### src/rtl/clk_ratio_meter.sv
// clk_ratio_meter: measures period and high/low phase of a divided clock in system-clock cycles,
// with lock detection on repeated equal periods and sticky overflow on a stalled input.
module clk_ratio_meter #(
  parameter int RATIO_WIDTH = 8,
  parameter int LOCK_CNT    = 4
) (
  input  logic                   i_clk,
  input  logic                   i_rst_n,
  input  logic                   i_meas_clk,
  input  logic                   i_meas_en,
  output logic [RATIO_WIDTH-1:0] o_ratio,
  output logic [RATIO_WIDTH-1:0] o_high_cnt,
  output logic [RATIO_WIDTH-1:0] o_low_cnt,
  output logic                   o_valid,
  output logic                   o_locked,
  output logic                   o_overflow
);
  localparam logic [1:0] IDLE = 2'd0;
  localparam logic [1:0] ARM  = 2'd1;
  localparam logic [1:0] MEAS = 2'd2;
  localparam int MW = $clog2(LOCK_CNT + 1);
  localparam logic [RATIO_WIDTH-1:0] CNT_MAX = '1;
  localparam logic [MW-1:0] MATCH_MAX = MW'(LOCK_CNT);

  logic [1:0] state_q, state_d;
  logic sync1_q, sync1_d, sync2_q, sync2_d, hist_q, hist_d;
  logic [RATIO_WIDTH-1:0] cnt_q, cnt_d, ratio_q, ratio_d, high_q, high_d, low_q, low_d;
  logic [MW-1:0] match_q, match_d;
  logic valid_q, valid_d, locked_q, locked_d, ovf_q, ovf_d;
  logic rise, fall, sat;

  // Next-state: edge detection, cycle counter, FSM, captures, lock and overflow tracking
  always_comb begin
    sync1_d  = i_meas_clk;
    sync2_d  = sync1_q;
    hist_d   = sync2_q;
    rise     = sync2_q & ~hist_q;
    fall     = ~sync2_q & hist_q;
    sat      = cnt_q == CNT_MAX;
    state_d  = state_q;
    cnt_d    = rise ? RATIO_WIDTH'(1) : (sat ? cnt_q : cnt_q + 1'b1);
    ratio_d  = ratio_q;
    high_d   = high_q;
    low_d    = low_q;
    valid_d  = 1'b0;
    locked_d = locked_q;
    ovf_d    = ovf_q;
    match_d  = match_q;
    if (!i_meas_en) begin
      state_d  = IDLE;
      cnt_d    = '0;
      locked_d = 1'b0;
      ovf_d    = 1'b0;
      match_d  = '0;
    end else begin
      case (state_q)
        IDLE: begin
          cnt_d   = '0;
          state_d = ARM;
        end
        ARM: begin
          if (rise) begin
            state_d = MEAS;
          end else if (sat) begin
            ovf_d    = 1'b1;
            locked_d = 1'b0;
            match_d  = '0;
          end
        end
        MEAS: begin
          if (rise) begin
            ratio_d  = cnt_q;
            low_d    = cnt_q - high_q;
            valid_d  = 1'b1;
            match_d  = (cnt_q == ratio_q) ? ((match_q == MATCH_MAX) ? match_q : match_q + 1'b1) : MW'(1);
            locked_d = match_d == MATCH_MAX;
          end else begin
            if (fall) high_d = cnt_q;
            if (sat) begin
              ovf_d    = 1'b1;
              locked_d = 1'b0;
              match_d  = '0;
              state_d  = ARM;
            end
          end
        end
        default: state_d = IDLE;
      endcase
    end
  end

  // State registers with synchronous active-low reset
  always_ff @(posedge i_clk) begin
    if (!i_rst_n) begin
      state_q  <= IDLE;
      sync1_q  <= 1'b0;
      sync2_q  <= 1'b0;
      hist_q   <= 1'b0;
      cnt_q    <= '0;
      ratio_q  <= '0;
      high_q   <= '0;
      low_q    <= '0;
      match_q  <= '0;
      valid_q  <= 1'b0;
      locked_q <= 1'b0;
      ovf_q    <= 1'b0;
    end else begin
      state_q  <= state_d;
      sync1_q  <= sync1_d;
      sync2_q  <= sync2_d;
      hist_q   <= hist_d;
      cnt_q    <= cnt_d;
      ratio_q  <= ratio_d;
      high_q   <= high_d;
      low_q    <= low_d;
      match_q  <= match_d;
      valid_q  <= valid_d;
      locked_q <= locked_d;
      ovf_q    <= ovf_d;
    end
  end

  assign o_ratio    = ratio_q;
  assign o_high_cnt = high_q;
  assign o_low_cnt  = low_q;
  assign o_valid    = valid_q;
  assign o_locked   = locked_q;
  assign o_overflow = ovf_q;
endmodule
### config.mk
export PLATFORM = sky130hd
export DESIGN_NAME = clk_ratio_meter
export DESIGN_NICKNAME = d
export VERILOG_FILES = /design/src/rtl/clk_ratio_meter.sv
export SDC_FILE = /design/constraint.sdc
export NUM_CORES = 1
export LEC_CHECK = 0
export ABC_AREA = 1
export CORE_MARGIN = 1.5
export CORE_UTILIZATION = 40
export DETAILED_ROUTE_END_ITERATION = 10
export PLACE_DENSITY = 0.65
export SLEW_MARGIN = 20
export SYNTH_ARGS = -nofsm -noshare
export SYNTH_HDL_FRONTEND = slang
export SYNTH_SLANG_ARGS = --single-unit
### constraint.sdc
create_clock -name i_clk -period 1.68 [get_ports i_clk]
set_input_delay 0.336 -clock i_clk [delete_from_list [all_inputs] [get_ports i_clk]]
set_output_delay 0.336 -clock i_clk [all_outputs]
set_load 0.02 [all_outputs]
== Yosys cells after proc, flatten, opt, wreduce, memory -nomap -nowiden ==
Cells that the tools add are included.

* Bits in registers: 43
* Bits in latches: 0
* Memory bits (writable): 0
* ROM bits: 0
* Bits of input ports: 4
* Output and inout port bits: 27
* Memories: 0

* $add $sub $neg: 3
* Multipliers: 0
* Div/mod/pow operators: 0
* Order comparisons: 0
* Equality and inequality tests: 11
* Shift-type cells: 0
* Mux-type cells: 17
* Bitwise logic cells: 7
* Reduce and logical (&&, ||, !) cells: 12

{| class="wikitable"
|+ Operators by type and width
! kind !! number
|-
| 3-bit two-way mux || 5
|-
| 3-bit AND reduction || 4
|-
| 2-bit inequality test, second input constant || 5
|-
| 8-bit by 1-bit adder with 8-bit output, second input constant || 1
|-
| 8-bit == test || 1
|-
| 8-bit == test, second input constant || 1
|-
| 8-bit subtractor || 1
|-
| 3-bit == test, second input constant || 2
|-
| 1-bit two-way mux || 6
|-
| 2-bit two-way mux || 3
|-
| 2-bit case mux with 3 select lines || 1
|-
| 3-bit case mux with 2 select lines || 1
|-
| 1-bit NOT || 5
|-
| 2-bit AND reduction || 2
|-
| 4-bit AND reduction || 1
|-
| 4-bit OR reduction || 1
|-
| 3-bit by 1-bit adder with 3-bit output, second input constant || 1
|-
| 3-bit OR reduction || 1
|-
| 1-bit bitwise AND || 2
|-
| 2-bit by 1-bit == test with 1-bit output, second input constant || 1
|-
| 2-bit == test, second input constant || 1
|-
| 2-bit logical NOT || 1
|-
| 1-bit case mux with 2 select lines || 1
|-
| 2-bit nonzero test || 1
|-
| 2-bit OR reduction || 1
|}

== Depth between registers and ports, before layout ==
Gate-level depths: netlist (run 1).

* Depth after elaboration: 6
* Mapped depth: 11

== Least setup slack after synthesis (run 1) ==
Ideal clock, no wire load.

* Kind: register to register
* From: register cnt_q[0]
* To: register low_q[4], in the netlist o_low_cnt[4]
* Library setup time: 0.115 ns
* Arrival time: 1.477 ns
* Path slack: 0.088 ns
* Cell stages (with the launch flop): 10
* Path buffers: 0
* Path through: dfxtp_1 -> inv_1 -> ha_1 -> fa_1 -> inv_1 -> nand3_1 -> nand2_1 -> xor2_1 -> o21ai_0 -> inv_1

* Cells in the longest elaborated chain, start to end: 1

{| class="wikitable"
|+ RTL lines
! item !! line !! RTL
|-
| from (decl) || 27 || <nowiki>logic [RATIO_WIDTH-1:0] cnt_q, cnt_d, ratio_q, ratio_d, high_q, high_d, low_q, low_d;</nowiki>
|-
| from (signal assigned) || 112 || <nowiki>cnt_q <= cnt_d;</nowiki>
|-
| 8-bit subtractor || 73 || <nowiki>low_d = cnt_q - high_q;</nowiki>
|-
| to (signal assigned) || 115 || <nowiki>low_q <= low_d;</nowiki>
|-
| to (decl) || 27 ||
|}

No other way between the ends.
A chain may end at the register's enable or synchronous reset.

== Worst setup path in the final report (run 1) ==
* From: register ratio_q[4], in the netlist o_ratio[4]
* To: output o_ratio[4]

{| class="wikitable"
|+ RTL lines
! item !! line !! RTL
|-
| from (decl) || 27 ||
|-
| from (signal assigned) || 113 || <nowiki>ratio_q <= ratio_d;</nowiki>
|-
| to (decl) || 11 || <nowiki>output logic [RATIO_WIDTH-1:0] o_ratio,</nowiki>
|}

No word-level cell between the ends.

==> flow_metrics.tcl, run 1 <==
set metrics [dict create \
    grt_antenna_before_repair 0 \
    start_util 0.419 \
    rows 27 \
    dpl.hpwl_um 3860 \
    fin_worst_skew_ns 0.00950 \
    post-place-ws_ns 0.00202 \
    syn_area_mm2 0.00234 \
    grt_pass1_wl_um 8610 \
    grt_max_degree 24 \
    routabilityCongestion 0.827 \
    drive_above_1_share 0.113 \
    drt_iter0_markers 63 \
    drc 0 \
    yosysTopAreaCellShare 0.369 \
    cts_made_buffers 5 \
    power.density_mw_per_mm2 635 \
    seq_power_share 0.557 \
    timing.fmax_mhz 611 \
    fin_area_mm2 0.00292 \
    p_sw_mw 0.414 \
    track_usage 0.174 \
    placed_area_mm2 0.00281 \
    dr.pass1.iters 4 \
    dieHeight_um 79.4 \
    vias 2154 \
    maxCapViolCount 0 \
    hold_viol_final 0 \
    antenna_cells 0 \
    syn_inst 335 \
    via_per_inst 4.78 \
    swShare 0.223 \
    ctsHoldBuffers 0 \
    p_clk_frac 0.391 \
    synth_area_leaders "dfxtp_1, nand2_1, inv_1" \
    peakVddDrop_v 0.000316 \
    fp.dieArea_mm2 0.00631 \
    maxSlewHeadroom 0.828 \
    die_w_um 79.4 \
    drtAntennaViolNets 0 \
    r2r-start "o_high_cnt[3]" \
    worstPathRequired_ns 1.34 \
    avgSynthCellArea_um2 6.97 \
    p_int_mw 1.44 \
    worstPathMaxFanout 4 \
    finalSetupViolations 0 \
    finalCritPeriodShare 0.975 \
    synth_top_cell_by_area "dfxtp_1" \
    fin_total_pwr_mw 1.85 \
    setup.worst_path.start "o_ratio[4]" \
    status "finished clean" \
    critPathTopFamily "buffers and inverters" \
    hp-class "reg -> reg" \
    mostFrequentLayoutCell "nand2_1" \
    routed_wirelength_um 5060 \
    critical_path.max_stage_delay_ns 0.62 \
    coreArea_mm2 0.00557 \
    slew_violations 0 \
    cp-end-kind "output pin" \
    tritoncts "yes" \
    ys_warn_count 0 \
    clock-sinks 43 \
    post-route-min-period_ns 1.64 \
    worst-setup-path-type "reg -> out" \
    grt.overflow.total 0 \
    layout.nets 396 \
    cts_max_path_buffers 2 \
    grt_pass1_vias 1980 \
    worstMarginPinSlew_ns 0.259 \
    ys_types 26 \
    layout_setup_ws_ns 0.0428 \
    io_pins 31 \
    path_buf_inv 1 \
    min_from "sync1_q" \
    startpoint_type "flip-flop" \
    routedWlPerCell_um 11.2 \
    clk_pin_slew_worst_paths_ns 0.08 \
    comb_power_share 0.052 \
    h-tree-depth 2 \
    clk_latency_ns 0.30 \
    area_growth_pct 25.0 \
    worstPathArrival_ns 1.30 \
    ys_ff_latch 43 \
    portBuffers 30 \
    cts-root-buf "clkbuf_8" \
    cp_cell_sequence "clkdlybuf4s50_1" \
    power_leakage_nw 1.35 \
    final_cell_mix "nand2_1, inv_1, dfxtp_1, a21oi_1, nor2_1" \
    synth_fp_nets 353 \
    critPathSlowestCell "clkdlybuf4s50_1" \
    yosysSeqAreaShare 0.369 \
]
[synthesized netlist by cell type]
library cell  count
a21oi_1          36
a31oi_1           2
buf_2             3
buf_4             1
buf_6             1
clkbuf_1          2
dfxtp_1          43
fa_1              1
ha_1             13
inv_1            53
inv_2             5
nand2_1          78
nand2_2           5
nand3_1          17
nand3_2           1
nand4_1           4
nor2_1           26
nor2_2            2
nor3_1            3
nor3_4            3
o21a_1            1
o21ai_0          23
o21ai_2           1
or2_2             2
xnor2_1           3
xor2_1            6
[power groups by stage]
stage	logic (mW)	registers, mW	clock network, mW
4_1_cts	0.0977	1.03	0.748
6_report	0.0968	1.03	0.726
3_3_place_gp	0.0962	1.06	0
3_5_place_dp	0.0980	1.06	0
5_1_grt	0.111	1.03	0.791
2_1_floorplan	0.0580	1.06	0
[layer usage]
layer,global-route usage,share of wire,up-vias
met5,0,0,-
met4,0.0737,0.020,0
met3,0.0411,0.033,9
met2,0.286,0.47,34
met1,0.215,0.48,969
li1,-,-,1142
[per-stage QoR]
stage | instances | utilization | setup TNS (ns) | hold slack [ns]
2_1_floorplan | 335 | - | 0 | 0.390
3_3_place_gp | 443 | 0.504 | 0 | 0.395
3_5_place_dp | 443 | 0.504 | 0 | 0.396
4_1_cts | 451 | 0.521 | 0 | 0.414
5_1_grt | 451 | 0.524 | -0.00563 | 0.430
6_report | 451 | 0.524 | 0 | 0.412
[logic make-up (layout without fill, tap and decap cells)]
family / after synthesis / in the layout / synth area share
xor gates and xnor gates: 9 / 9 / 0.0337
AOI/OAI and AO/OA: 63 / 63 / 0.139
buffers and inverters: 65 / 109 / 0.111
adders and majority gates: 14 / 14 / 0.0782
DFF: 43 / 43 / 0.369
and+or+nand+nor: 141 / 141 / 0.270
[final cells by class]
type / count / area, um^2
fillers: 561 / 2650
multi-input cells: 227 / 1220
flip-flops and latches: 43 / 862
repair buffers: 43 / 425
inverters: 58 / 218
clock buffers: 8 / 100
well taps: 72 / 90.1
[registers in the layout, summed over array words and instances (netlist names)]
register / cells
o_overflow: 1
o_ratio: 8
state_q: 2
cnt_q: 8
sync1_q: 1
o_valid: 1
o_locked: 1
o_low_cnt: 8
match_q: 3
hist_q: 1
o_high_cnt: 8
hist_d: 1
[what timing repair did]
action                                  4_1_cts  5_1_grt
setup buffers                                 0        0
resized for setup                             4        7
endpoints found under the setup margin        4        7
[path summary, 6_finish.rpt]
kind | endpoint | slack, ns | cells past startpoint
worst max-delay path | o_ratio[4] | 0.04 | 1
worst min-delay path | hist_d | 0.41 | 2
worst max register to register | o_low_cnt[5] | 0.11 | 8
worst min register to register | hist_d | 0.41 | 2
Power figures use the tool's default switching activity.
==> inputs of run 2 (changes only) <==
- CORE_UTILIZATION: 40 -> 35
- PLACE_DENSITY: 0.65 -> 0.59
==> run 2 against run 1 <==
Against the previous run: global-route usage decreased by 2.0 points; worst setup slack improved by 0.016 ns; combinational power increased by 2.7%; register-to-register slack improved by 0.02 ns; maximum frequency increased by 0.98%; routed wire length increased by 1.2%; sequential share of layout area decreased by 0.48 points; clock skew increased by 0.0038 ns; critical path depth unchanged; non-clock buffer count increased by 1; worst hold slack improved by 0.012 ns; via count decreased by 1.3%; largest cell class unchanged; largest power group unchanged; highest routed layer unchanged.
==> flow_metrics.tcl, run 2 (synthesis results as in run 1) <==
set metrics [dict create \
    tns_ns 0 \
    fin_worst_skew_ns 0.0133 \
    timing.fmax_mhz 617 \
    grt_pass1_vias 1939 \
    dr.pass1.iters 4 \
    area_growth_pct 26.9 \
    drtAntennaViolNets 0 \
    power_leakage_nw 1.44 \
    hold_viol_final 0 \
    worst-setup-path-type "reg -> out" \
    post-place-ws_ns 0.00874 \
    final_cell_mix "nand2_1, inv_1, dfxtp_1, a21oi_1, nor2_1" \
    tritoncts "yes" \
    finalSetupViolations 0 \
    dpl.cell_count 449 \
    routedWlPerCell_um 11.2 \
    start_util 0.366 \
    whs_ns 0.424 \
    cts_max_path_buffers 2 \
    worstMarginPinSlew_ns 0.230 \
    grt_pass1_wl_um 8710 \
    clock-sinks 43 \
    h-tree-depth 2 \
    dieHeight_um 84.7 \
    clk_pin_slew_worst_paths_ns 0.09 \
    post-route-min-period_ns 1.62 \
    routabilityCongestion 0.802 \
    ctsHoldBuffers 0 \
    fp.dieArea_mm2 0.00717 \
    grt_max_degree 24 \
    grt_antenna_before_repair 0 \
    layout.nets 397 \
    startpoint_type "flip-flop" \
    reg2reg_slack_ns 0.13 \
    peakVddDrop_v 0.000346 \
    rsz0062_at_grt "false" \
    worstPathMaxFanout 3 \
    io_pins 31 \
    drive_above_1_share 0.118 \
    finalCritPeriodShare 0.965 \
    dpl.hpwl_um 3900 \
    maxSlewHeadroom 0.845 \
    routed_wirelength_um 5120 \
    fin_area_mm2 0.00296 \
    vias 2125 \
    drt_iter0_markers 59 \
    worstPathRequired_ns 1.34 \
    coreArea_mm2 0.00639 \
    cp-end-kind "output pin" \
    critPathTopFamily "buffers and inverters" \
    final_cells 457 \
    track_usage 0.153 \
    portBuffers 30 \
    post-route-util 0.464 \
    hp-class "reg -> reg" \
    slew_violations 0 \
    power.density_mw_per_mm2 670 \
    die_w_um 84.7 \
    clk_latency_ns 0.30 \
    drc 0 \
    path_buf_inv 1 \
    antenna_cells 0 \
    via_per_inst 4.65 \
    placed_area_mm2 0.00282 \
    maxCapViolCount 0 \
    cp_cell_sequence "clkdlybuf4s50_1" \
    layout_setup_ws_ns 0.0586 \
    critPathSlowestCell "clkdlybuf4s50_1" \
    fin_total_pwr_mw 1.99 \
    grt.overflow.total 0 \
    cts-root-buf "clkbuf_8" \
    worstPathArrival_ns 1.29 \
    mostFrequentLayoutCell "nand2_1" \
    rows 29 \
    status "finished clean" \
    critical_path.max_stage_delay_ns 0.61 \
    cts_made_buffers 5 \
]
[run 2: routing by layer]
metal,up-vias,global-route usage,share of wire
li1,1148,-,-
met1,941,0.196,0.50
met2,29,0.247,0.45
met3,7,0.0403,0.032
met4,0,0.0572,0.017
met5,-,0,0
[run 2: where the power goes]
| group | switching, mW | internal, mW |
|---|---|---|
| combinational | 0.0598 | 0.0397 |
| clock | 0.373 | 0.482 |
| sequential | 0.00523 | 1.03 |
| total | 0.438 | 1.55 |
[run 2: worst paths after layout]
kind | startpoint | end | depth (start not counted)
hold reg to reg | sync1_q | hist_d | 2
hold / removal | sync1_q | hist_d | 2
setup / recovery | o_high_cnt[7] | o_high_cnt[7] | 1
setup reg to reg | o_high_cnt[3] | o_low_cnt[5] | 8
[run 2: repair_timing]
item	in CTS	in global routing
buffers inserted	0	0
pin swaps	0	0
endpoints found under the setup margin	4	11
resized for setup	4	12
[run 2: final cells by class]
class / count / area, um^2
Inverter: 58 / 218
Clock inverter: 2 / 35.0
Sequential cell: 43 / 861
Timing Repair Buffer: 44 / 443
Clock buffer: 6 / 82.6
Fill cell: 658 / 3420
Multi-Input combinational cell: 227 / 1230
Tap cell: 77 / 96.3
